$ cat config.mk
export PLATFORM = sky130hd
export DESIGN_NAME = pipe_reg
export DESIGN_NICKNAME = d
export VERILOG_FILES = /design/src/rtl/pipe_reg.sv
export SDC_FILE = /design/constraint.sdc
export NUM_CORES = 1
export LEC_CHECK = 0
export BUFFER_PORTS_ARGS = -buffer_cell sky130_fd_sc_hd__clkbuf_2
export CORE_MARGIN = 3
export CORE_UTILIZATION = 54
export DETAILED_ROUTE_END_ITERATION = 12
export PLACE_DENSITY_LB_ADDON = 0.05
export REMOVE_ABC_BUFFERS = 1
export SLEW_MARGIN = 40
export SYNTH_ARGS = -nofsm -noshare
export SYNTH_HDL_FRONTEND = slang
export SYNTH_SLANG_ARGS = --single-unit
$ cat constraint.sdc
create_clock -name clk_i -period 1.55 [get_ports clk_i]
set_input_delay 0.0775 -clock clk_i [delete_from_list [all_inputs] [get_ports clk_i]]
set_output_delay 0.0775 -clock clk_i [all_outputs]
set_load 0.02 [all_outputs]
$ cat src/rtl/pipe_reg.sv
// Elastic pipeline register: STAGES valid/ready load-enable stages with collapsing bubbles.
// Define PIPE_REG_SKID_EN to add an input skid entry so ready_o comes straight from a register.
module pipe_reg #(
  parameter int                    ELEM_WIDTH  = 32,
  parameter int                    STAGES      = 2,
  parameter logic [ELEM_WIDTH-1:0] RESET_VALUE = '0
) (
  input  logic                          clk_i,
  input  logic                          srst_i,
  input  logic                          flush_i,
  input  logic [ELEM_WIDTH-1:0]         data_i,
  input  logic                          valid_i,
  output logic                          ready_o,
  output logic [ELEM_WIDTH-1:0]         data_o,
  output logic                          valid_o,
  input  logic                          ready_i,
  output logic [$clog2(STAGES+2)-1:0]   occ_o
);

  localparam int OCC_W = $clog2(STAGES+2);

  logic [STAGES-1:0]     r_v;
  logic [ELEM_WIDTH-1:0] r_d [STAGES];
  logic [STAGES-1:0]     w_en;
  logic [STAGES-1:0]     w_src_v;
  logic [ELEM_WIDTH-1:0] w_src_d [STAGES];
  logic [OCC_W-1:0]      r_occ;
  logic                  w_acc;
  logic                  w_out;

`ifdef PIPE_REG_SKID_EN
  logic                  r_sv;
  logic [ELEM_WIDTH-1:0] r_sd;
`endif

  // Load enables ripple back from the output: a stage may load when it is empty or its word moves on.
  always_comb begin
    logic w_leave;
    w_en    = '0;
    w_leave = ready_i;
    for (int k = STAGES-1; k >= 0; k--) begin
      w_en[k] = ~r_v[k] | w_leave;
      w_leave = w_en[k];
    end
  end

`ifdef PIPE_REG_SKID_EN
  assign ready_o = ~srst_i & ~flush_i & ~r_sv;
`else
  assign ready_o = ~srst_i & ~flush_i & w_en[0];
`endif

  assign w_acc = valid_i & ready_o;
  assign w_out = r_v[STAGES-1] & ready_i;

  always_comb begin
`ifdef PIPE_REG_SKID_EN
    w_src_v[0] = r_sv | w_acc;
    w_src_d[0] = r_sv ? r_sd : data_i;
`else
    w_src_v[0] = w_acc;
    w_src_d[0] = data_i;
`endif
    for (int k = 1; k < STAGES; k++) begin
      w_src_v[k] = r_v[k-1];
      w_src_d[k] = r_d[k-1];
    end
  end

  // Stage registers; data only moves when the incoming word is valid, and freezes during flush.
  always_ff @(posedge clk_i) begin
    if (srst_i) begin
      r_v <= '0;
      for (int k = 0; k < STAGES; k++) r_d[k] <= RESET_VALUE;
    end else if (flush_i) begin
      r_v <= '0;
    end else begin
      for (int k = 0; k < STAGES; k++) begin
        if (w_en[k]) begin
          r_v[k] <= w_src_v[k];
          if (w_src_v[k]) r_d[k] <= w_src_d[k];
        end
      end
    end
  end

`ifdef PIPE_REG_SKID_EN
  // Skid holds a word accepted while stage 0 was blocked; it drains first when stage 0 frees.
  always_ff @(posedge clk_i) begin
    if (srst_i) begin
      r_sv <= 1'b0;
      r_sd <= RESET_VALUE;
    end else if (flush_i) begin
      r_sv <= 1'b0;
    end else if (r_sv) begin
      if (w_en[0]) r_sv <= 1'b0;
    end else if (w_acc && !w_en[0]) begin
      r_sv <= 1'b1;
      r_sd <= data_i;
    end
  end
`endif

  always_ff @(posedge clk_i) begin
    if (srst_i || flush_i) r_occ <= '0;
    else                   r_occ <= r_occ + OCC_W'(w_acc) - OCC_W'(w_out);
  end

  assign valid_o = r_v[STAGES-1];
  assign data_o  = r_d[STAGES-1];
  assign occ_o   = r_occ;

endmodule

### Yosys cells after proc, flatten, opt, wreduce, memory -nomap -nowiden

Memories as Yosys holds them, arrays and structs flattened.
Index checks and enable logic that the tools add are counted.

| cells by class | value |
|---|---|
| mux-type cells | 14 |
| bitwise logic cells | 12 |
| add/sub/neg operators | 2 |
| reduce and logical (&&, ||, !) cells | 2 |

Operators by type and width:

| operator | number |
|---|---|
| two-way mux 32 bit | 2 |
| two-way mux 1 bit | 12 |
| AND 1 bit | 4 |
| NOT 1 bit | 4 |
| OR 1 bit | 4 |
| adder 2 x 1 -> 2 bit | 1 |
| OR reduction 2 bit | 1 |
| subtractor 2 x 1 -> 2 bit | 1 |
| logical OR 1 bit | 1 |

| storage, ports and cells | value |
|---|---|
| memories | 1 |
| bits in writable memories | 64 |
| logic and storage cells | 34 |
| input port bits | 37 |
| register bits | 4 |
| output and inout bits | 36 |

Memories:

| name | depth | bits a word | rd ports | clocked after memory_dff | write ports | RTL line | source |
|---|---|---|---|---|---|---|---|
| r_d | 2 | 32 | 2 | 0 | 2 | 23 | `logic [ELEM_WIDTH-1:0] r_d [STAGES];` |

### Longest topological paths before layout

Gate-level depths: netlist (run 1).

| depth | value |
|---|---|
| word-level depth | 11 |
| gate-level depth with buffers | 7 |
| gate-level depth less buffers | 7 |

### Least setup slack after synthesis (run 1)

Ideal clock, no wire load.

| path | value |
|---|---|
| path kind | flip-flop to flip-flop |
| start point | reg r_v[1] |
| end point | mem r_d[0][0] (enable) |
| slack | 118 ps |
| required time | 1173 ps |
| path buffers | 0 |
| stages on the path, launching flop included | 3 |
| data arrival time | 1055 ps |
| cells stage by stage | dfxtp_1 > nand3b_1 > a31o_2 |

RTL lines:

| item | RTL line | source |
|---|---|---|
| start, declared | 22 | `logic [STAGES-1:0] r_v;` |
| start signal, assigned by index | 80 | `r_v[k] <= w_src_v[k];` |
| end, declared | 23 |  |

==> impl_metrics.env, run 1 <==
export IMPL_worstHoldPathType="in2reg"
export IMPL_power_density_nw_per_um2=968
export IMPL_cts_root_buf="clkbuf_8"
export IMPL_ant_nets=0
export IMPL_grt_pass1_vias=1883
export IMPL_die_w_um=84.4
export IMPL_drt_iter0_drc=104
export IMPL_fp_coreArea_um2=5710
export IMPL_routed_wl_met2_mm=3.28
export IMPL_drt_wl_total_mm=6.04
export IMPL_fp_row_count=27
export IMPL_slowest_stage="dfxtp_2"
export IMPL_leakage_nw=1.42
export IMPL_peakVddDrop_mv=0.497
export IMPL_worst_pin_slew_ps=638
export IMPL_setup_tns_final_ps=-21.0
export IMPL_die_area_um2=7120
export IMPL_critPathLaunchType="flop"
export IMPL_end_kind="flop"
export IMPL_dp_slack_ps=-49.1
export IMPL_final_util=0.678
export IMPL_ys_seq_area_frac=0.604
export IMPL_cts_buffers=9
export IMPL_fmax_mhz=641
export IMPL_synth_edf_count=64
export IMPL_grt_use_total=0.164
export IMPL_grt_max_degree=44
export IMPL_clock_path_buffers=2
export IMPL_n_antenna_cell=0
export IMPL_slew_violations=0
export IMPL_viasPerCell=5.62
export IMPL_syn_area_per_cell_um2=16.1
export IMPL_combPwrFrac=0.108
export IMPL_ys_types=23
export IMPL_clock_power_share=0.318
export IMPL_syn_inst=206
export IMPL_initial_core_util=0.581
export IMPL_nets=288
export IMPL_top_layer_used="met4"
export IMPL_wl_met1_mm=2.42
export IMPL_rsz0062_at_grt="yes"
export IMPL_synth_warnings=0
export IMPL_clk_latency_ps=320
export IMPL_cts_tree="yes"
export IMPL_nFillCells=419
export IMPL_holdWs_ps=63.7
export IMPL_cts_num_sinks=68
export IMPL_p_int_mw=2.84
export IMPL_grt_pass1_wl_mm=9.11
export IMPL_final_hold_viol_count=0
export IMPL_syn_cell_area_um2=3320
export IMPL_drive_above_1_share=0.575
export IMPL_max_cap_viol_count=0
export IMPL_firstDrtPassIters=5
export IMPL_fin_skew_ps=9.20
export IMPL_fin_crit_ps=1560
export IMPL_multi_input_area_um2=1030
export IMPL_pwr_share_seq=0.574
export IMPL_drc=0
export IMPL_num_io_pins=73
export IMPL_finalSetupViolCount=3
export IMPL_critPathRequiredTime_ps=1680
export IMPL_crit_type="reg2reg"
export IMPL_wl_per_cell_um=18.5
export IMPL_layout_setup_ws_ps=-10.7
export IMPL_crit_cells=5
export IMPL_seq_area_um2=2000
export IMPL_holdBufCountCts=0
export IMPL_timing_critical_path_buf_inv=3
export IMPL_crit_family="simple AND/OR/NAND/NOR gates"
export IMPL_die_h_um=84.4
export IMPL_synth_flop_cell="edfxtp_1"
export IMPL_vias=1831
export IMPL_antenna_found_initial=0
export IMPL_status="finished with violations"
export IMPL_arrival_ps=1690
export IMPL_reg2regPathDepth=5
export IMPL_timing_slew_headroom=0.575
export IMPL_htreeDepth=3
export IMPL_cts_clk_slew_worst_paths_ps=70
export IMPL_portBuffers=72
export IMPL_switchingPower_mw=0.905
export IMPL_crit_fanout=10
export IMPL_p_total_mw=3.75
export IMPL_synthArstFlopShare=0
export IMPL_hpwl_mm=3.50
export IMPL_place_congestion=0.752
export IMPL_path_cells="buf_6 -> and3b_2 -> buf_4 -> clkbuf_16 -> nor4b_1"
export IMPL_overflow=0
export IMPL_ys_ff_latch=68
export IMPL_switching_share=0.241
export IMPL_route_met3_wl_um=299
export IMPL_slowest_delay_ps=340
export IMPL_finalCritPeriodShare=1.01
export IMPL_violations="setup timing"
export IMPL_min_path_cells=3
export IMPL_syn_to_final_growth_pct=16.7
-- metal layers --
layer | vias to the layer above | GRT usage
met1 | 912 | 0.198
met3 | 4 | 0.0432
li1 | 862 | -
met2 | 53 | 0.284
met4 | 0 | 0.0561
met5 | - | 0
-- timing repair --
action                                  4_1_cts  5_1_grt
cloned                                        1        2
setup buffers                                 0        3
resized for setup                             1       19
endpoints found under the setup margin       66       24
-- through the flow --
stage / cell area (um2) / instances
floorplan: 2930 / 153
global placement: 3490 / 304
detailed placement: 3490 / 304
CTS: 3690 / 321
global route: 3870 / 326
finish: 3870 / 326
-- area by class of cell --
cell class                 count  area share
clock buffer                   9      0.0320
clock inverter                 7     0.00873
inverter                       3     0.00291
multi-input combinational     82       0.266
sequential                    68       0.518
tap                           72      0.0233
timing repair buffer          85       0.149
-- power by group through the flow --
| stage | Combinational [mW] | Clock (mW) | Sequential (mW) |
|---|---|---|---|
| detailed placement | 0.384 | 0 | 2.19 |
| floorplan | 0.168 | 0 | 2.24 |
| CTS | 0.388 | 1.21 | 2.15 |
| finish | 0.405 | 1.19 | 2.15 |
| global placement | 0.373 | 0 | 2.19 |
| global route | 0.436 | 1.31 | 2.16 |
-- synth_stat cells, types with 3 or more instances --
library cell / number / share of area
inv_1: 3 / 0.0034
buf_6: 6 / 0.020
buf_2: 7 / 0.011
nor4b_2: 30 / 0.14
edfxtp_1: 64 / 0.58
nor2_1: 3 / 0.0034
dfxtp_1: 4 / 0.024
nor4b_1: 32 / 0.084
clkbuf_1: 5 / 0.0057
buf_4: 35 / 0.079
-- registers in the layout (all words and copies together) (netlist names) --
name,flops
occ_o,2
r_d,64
r_v,2
-- worst paths after layout --
path | startpoint | end | slack [ps]
worst max-delay path | r_v[0]$_SDFFE_PP0N_ | r_d[0][47]$_SDFFCE_PN0P_ | -10
worst min-delay path | flush_i | r_v[0]$_SDFFE_PP0N_ | 60
worst max register to register | r_v[0]$_SDFFE_PP0N_ | r_d[0][47]$_SDFFCE_PN0P_ | -10
worst min register to register | r_v[1]$_SDFFE_PP0P_ | r_v[1]$_SDFFE_PP0P_ | 570
-- kinds of logic after synthesis --
kind of cell,after synthesis,share of synthesized area
AND/OR/NAND/NOR,75,0.254
flip-flops,68,0.604
adder cells (fa/ha/maj),2,0.00754
XOR/XNOR,1,0.00679
AO/OA/AOI/OAI,4,0.00905
buffers and inverters,56,0.119
-- cell usage in the layout (no fill, tap or decap) --
cell        instances
clkbuf_2           71
dfxtp_2             2
nor2_1              2
nand3_1             1
nand2b_1            1
nand3b_1            1
dfxtp_1             2
buf_4               5
nor4b_2            35
ha_1                2
inv_1               3
clkbuf_8            9
buf_6               2
o21a_1              1
nor4b_4             5
and3b_2             1
clkinv_1            3
bufbuf_16           1
nor4b_1            24
a31o_4              2
nor2_4              2
xnor3_1             1
a21oi_1             1
buf_12              4
edfxtp_1           64
and2_1              2
clkinv_2            3
or2_4               1
clkinvlp_4          1
clkbuf_16           2
-- worst min-delay path, delay by kind of cell --
family | cells | cell delay (ps)
buffers and inverters | 1 | 100
AOI/OAI and AO/OA | 1 | 100
and+or+nand+nor | 1 | 70
(Power assumes the default switching activity.)
==> run 2, diff against run 1 <==
CORE_UTILIZATION = 56   (was 54)
CTS_BUF_LIST = sky130_fd_sc_hd__clkbuf_4 sky130_fd_sc_hd__clkbuf_8   (was unset)
==> run 2 against run 1 <==
The flow still finishes with violations (setup timing). Cell count increased by 1.2%. Non-clock buffer count grew 4. Clock power increased by 18%.
==> impl_metrics.env, run 2 (synthesized netlist as in run 1, its figures left out) <==
export IMPL_status="finished with violations"
export IMPL_violations="setup timing"
export IMPL_portBuffers=72
export IMPL_num_io_pins=73
export IMPL_cp_startpoint="r_v[0]$_SDFFE_PP0N_"
export IMPL_cp_common_cell="buf_4"
export IMPL_finalSetupViolCount=1
export IMPL_final_common_cell="clkbuf_2"
export IMPL_fp_coreArea_um2=5610
export IMPL_worst_pin_slew_ps=510
export IMPL_crit_fanout=10
export IMPL_htreeDepth=3
export IMPL_vias=1860
export IMPL_wl_per_cell_um=18.9
export IMPL_finalCritPeriodShare=1.00
export IMPL_dpl_cell_count=303
export IMPL_die_area_um2=6880
export IMPL_cts_tree="yes"
export IMPL_fin_skew_ps=6.67
export IMPL_regMostFlops="r_d"
export IMPL_path_cells="buf_4 -> and3b_2 -> buf_6 -> buf_4 -> nor4b_1"
export IMPL_crit_reg2reg_launch="r_v[0]$_SDFFE_PP0N_"
export IMPL_p_int_mw=3.02
export IMPL_critPathLaunchType="flop"
export IMPL_cts_clk_slew_worst_paths_ps=70
export IMPL_holdBufCountCts=0
export IMPL_min_path_cells=3
export IMPL_fmax_mhz=643
export IMPL_nets=292
export IMPL_clock_power_share=0.354
export IMPL_drive_above_1_share=0.616
export IMPL_antenna_found_initial=0
export IMPL_place_congestion=0.776
export IMPL_arrival_ps=1690
export IMPL_n_antenna_cell=0
export IMPL_grt_pass1_wl_mm=9.47
export IMPL_power_density_nw_per_um2=1000
export IMPL_die_h_um=83.0
export IMPL_regToRegSetupSlack_ps=-6
export IMPL_max_cap_viol_count=0
export IMPL_clk_latency_ps=330
export IMPL_end_kind="flop"
export IMPL_slowest_stage="dfxtp_2"
export IMPL_firstDrtPassIters=4
export IMPL_dp_slack_ps=-32.6
export IMPL_cts_buffers=9
export IMPL_cts_root_buf="clkbuf_8"
export IMPL_timing_slew_headroom=0.660
export IMPL_viasPerCell=5.64
export IMPL_pwr_share_seq=0.543
export IMPL_fin_crit_ps=1560
export IMPL_grt_pass1_vias=1877
export IMPL_cts_num_sinks=68
export IMPL_overflow=0
export IMPL_drc=0
export IMPL_timing_critical_path_buf_inv=3
export IMPL_crit_type="reg2reg"
export IMPL_layout_setup_ws_ps=-5.89
export IMPL_drt_wl_total_mm=6.23
export IMPL_initial_core_util=0.591
export IMPL_final_cell_mix="71 x clkbuf_2, 64 x edfxtp_1, 41 x nor4b_2, 18 x nor4b_1, 10 x buf_4"
export IMPL_syn_to_final_growth_pct=19.1
export IMPL_grt_use_total=0.175
export IMPL_p_total_mw=3.96
export IMPL_hpwl_mm=3.54
export IMPL_leakage_nw=1.46
export IMPL_switching_share=0.237
export IMPL_fp_row_count=27
export IMPL_crit_family="simple AND/OR/NAND/NOR gates"
export IMPL_worstHoldPathType="in2reg"
export IMPL_ant_nets=0
export IMPL_crit_cells=5
export IMPL_reg2reg_to="r_d[0][62]$_SDFFCE_PN0P_"
export IMPL_critPathCapture="r_d[0][62]$_SDFFCE_PN0P_"
export IMPL_critPathRequiredTime_ps=1680
export IMPL_final_hold_viol_count=0
export IMPL_grt_max_degree=65
export IMPL_slowest_delay_ps=330
export IMPL_peakVddDrop_mv=0.689
export IMPL_die_w_um=83.0
export IMPL_slew_violations=0
export IMPL_switchingPower_mw=0.940
export IMPL_largest_reg_flops=64
export IMPL_drt_iter0_drc=132
export IMPL_combPwrFrac=0.103
export IMPL_hold_start="flush_i"
export IMPL_nFillCells=403
export IMPL_rsz0062_at_grt="yes"
export IMPL_clock_path_buffers=2
export IMPL_reg2regPathDepth=5
export IMPL_final_cells=330
==> run 2: power by group through the flow <==
stage	sequential [mW]	combinational (mW)	clock, mW
6_report	2.15	0.409	1.40
2_1_floorplan	2.24	0.168	0
3_3_place_gp	2.19	0.361	0
4_1_cts	2.15	0.389	1.45
3_5_place_dp	2.19	0.379	0
5_1_grt	2.16	0.439	1.53
==> run 2: timing repair <==
| action | 4_1_cts | 5_1_grt |
|---|---|---|
| pin swaps | 0 | 2 |
| gates cloned | 0 | 2 |
| buffers inserted | 2 | 7 |
| endpoints found under the setup margin | 65 | 27 |
| gates resized for setup | 8 | 19 |
==> run 2: worst min-delay path by stage <==
stage                          end  slack (ps)
3_3_place_gp   r_v[0]$_SDFFE_PP0N_         390
6_report       r_v[0]$_SDFFE_PP0N_          70
2_1_floorplan  r_v[0]$_SDFFE_PP0N_         200
4_1_cts        r_v[0]$_SDFFE_PP0N_          40
3_5_place_dp   r_v[0]$_SDFFE_PP0N_         380
5_1_grt        r_v[0]$_SDFFE_PP0N_          60
==> run 2: stage by stage <==
step	TNS [ps]	area (um2)	util	hold slack, ps
2_1_floorplan	-77250	2930	-	202
3_3_place_gp	0	3470	0.618	387
3_5_place_dp	-1380	3490	0.622	382
4_1_cts	-32.5	3730	0.666	35.9
5_1_grt	-396	3950	0.705	56.4
6_report	-5.89	3950	0.705	69.8
==> run 2: worst min-delay path, delay by kind of cell <==
kind            cells  cell delay, ps
simple gates        1              70
buf+inv             1             110
compound gates      1             100
==> run 2: layer usage <==
layer  vias to the layer above  GRT usage  wire length [um]
met5                         -          0                 0
met4                         0     0.0877               119
met3                        10     0.0437               284
met2                        61      0.294              3250
met1                       923      0.209              2570
li1                        866          -                 -
==> run 2: layout make-up <==
| type | instances | area [um2] | area share |
|---|---|---|---|
| tap | 72 | 90.1 | 0.0228 |
| sequential | 68 | 2000 | 0.507 |
| inverter | 3 | 11.3 | 0.00285 |
| clock buffer | 9 | 124 | 0.0313 |
| clock inverter | 7 | 67.6 | 0.0171 |
| timing repair buffer | 89 | 587 | 0.149 |
| multi-input combinational | 82 | 1070 | 0.270 |
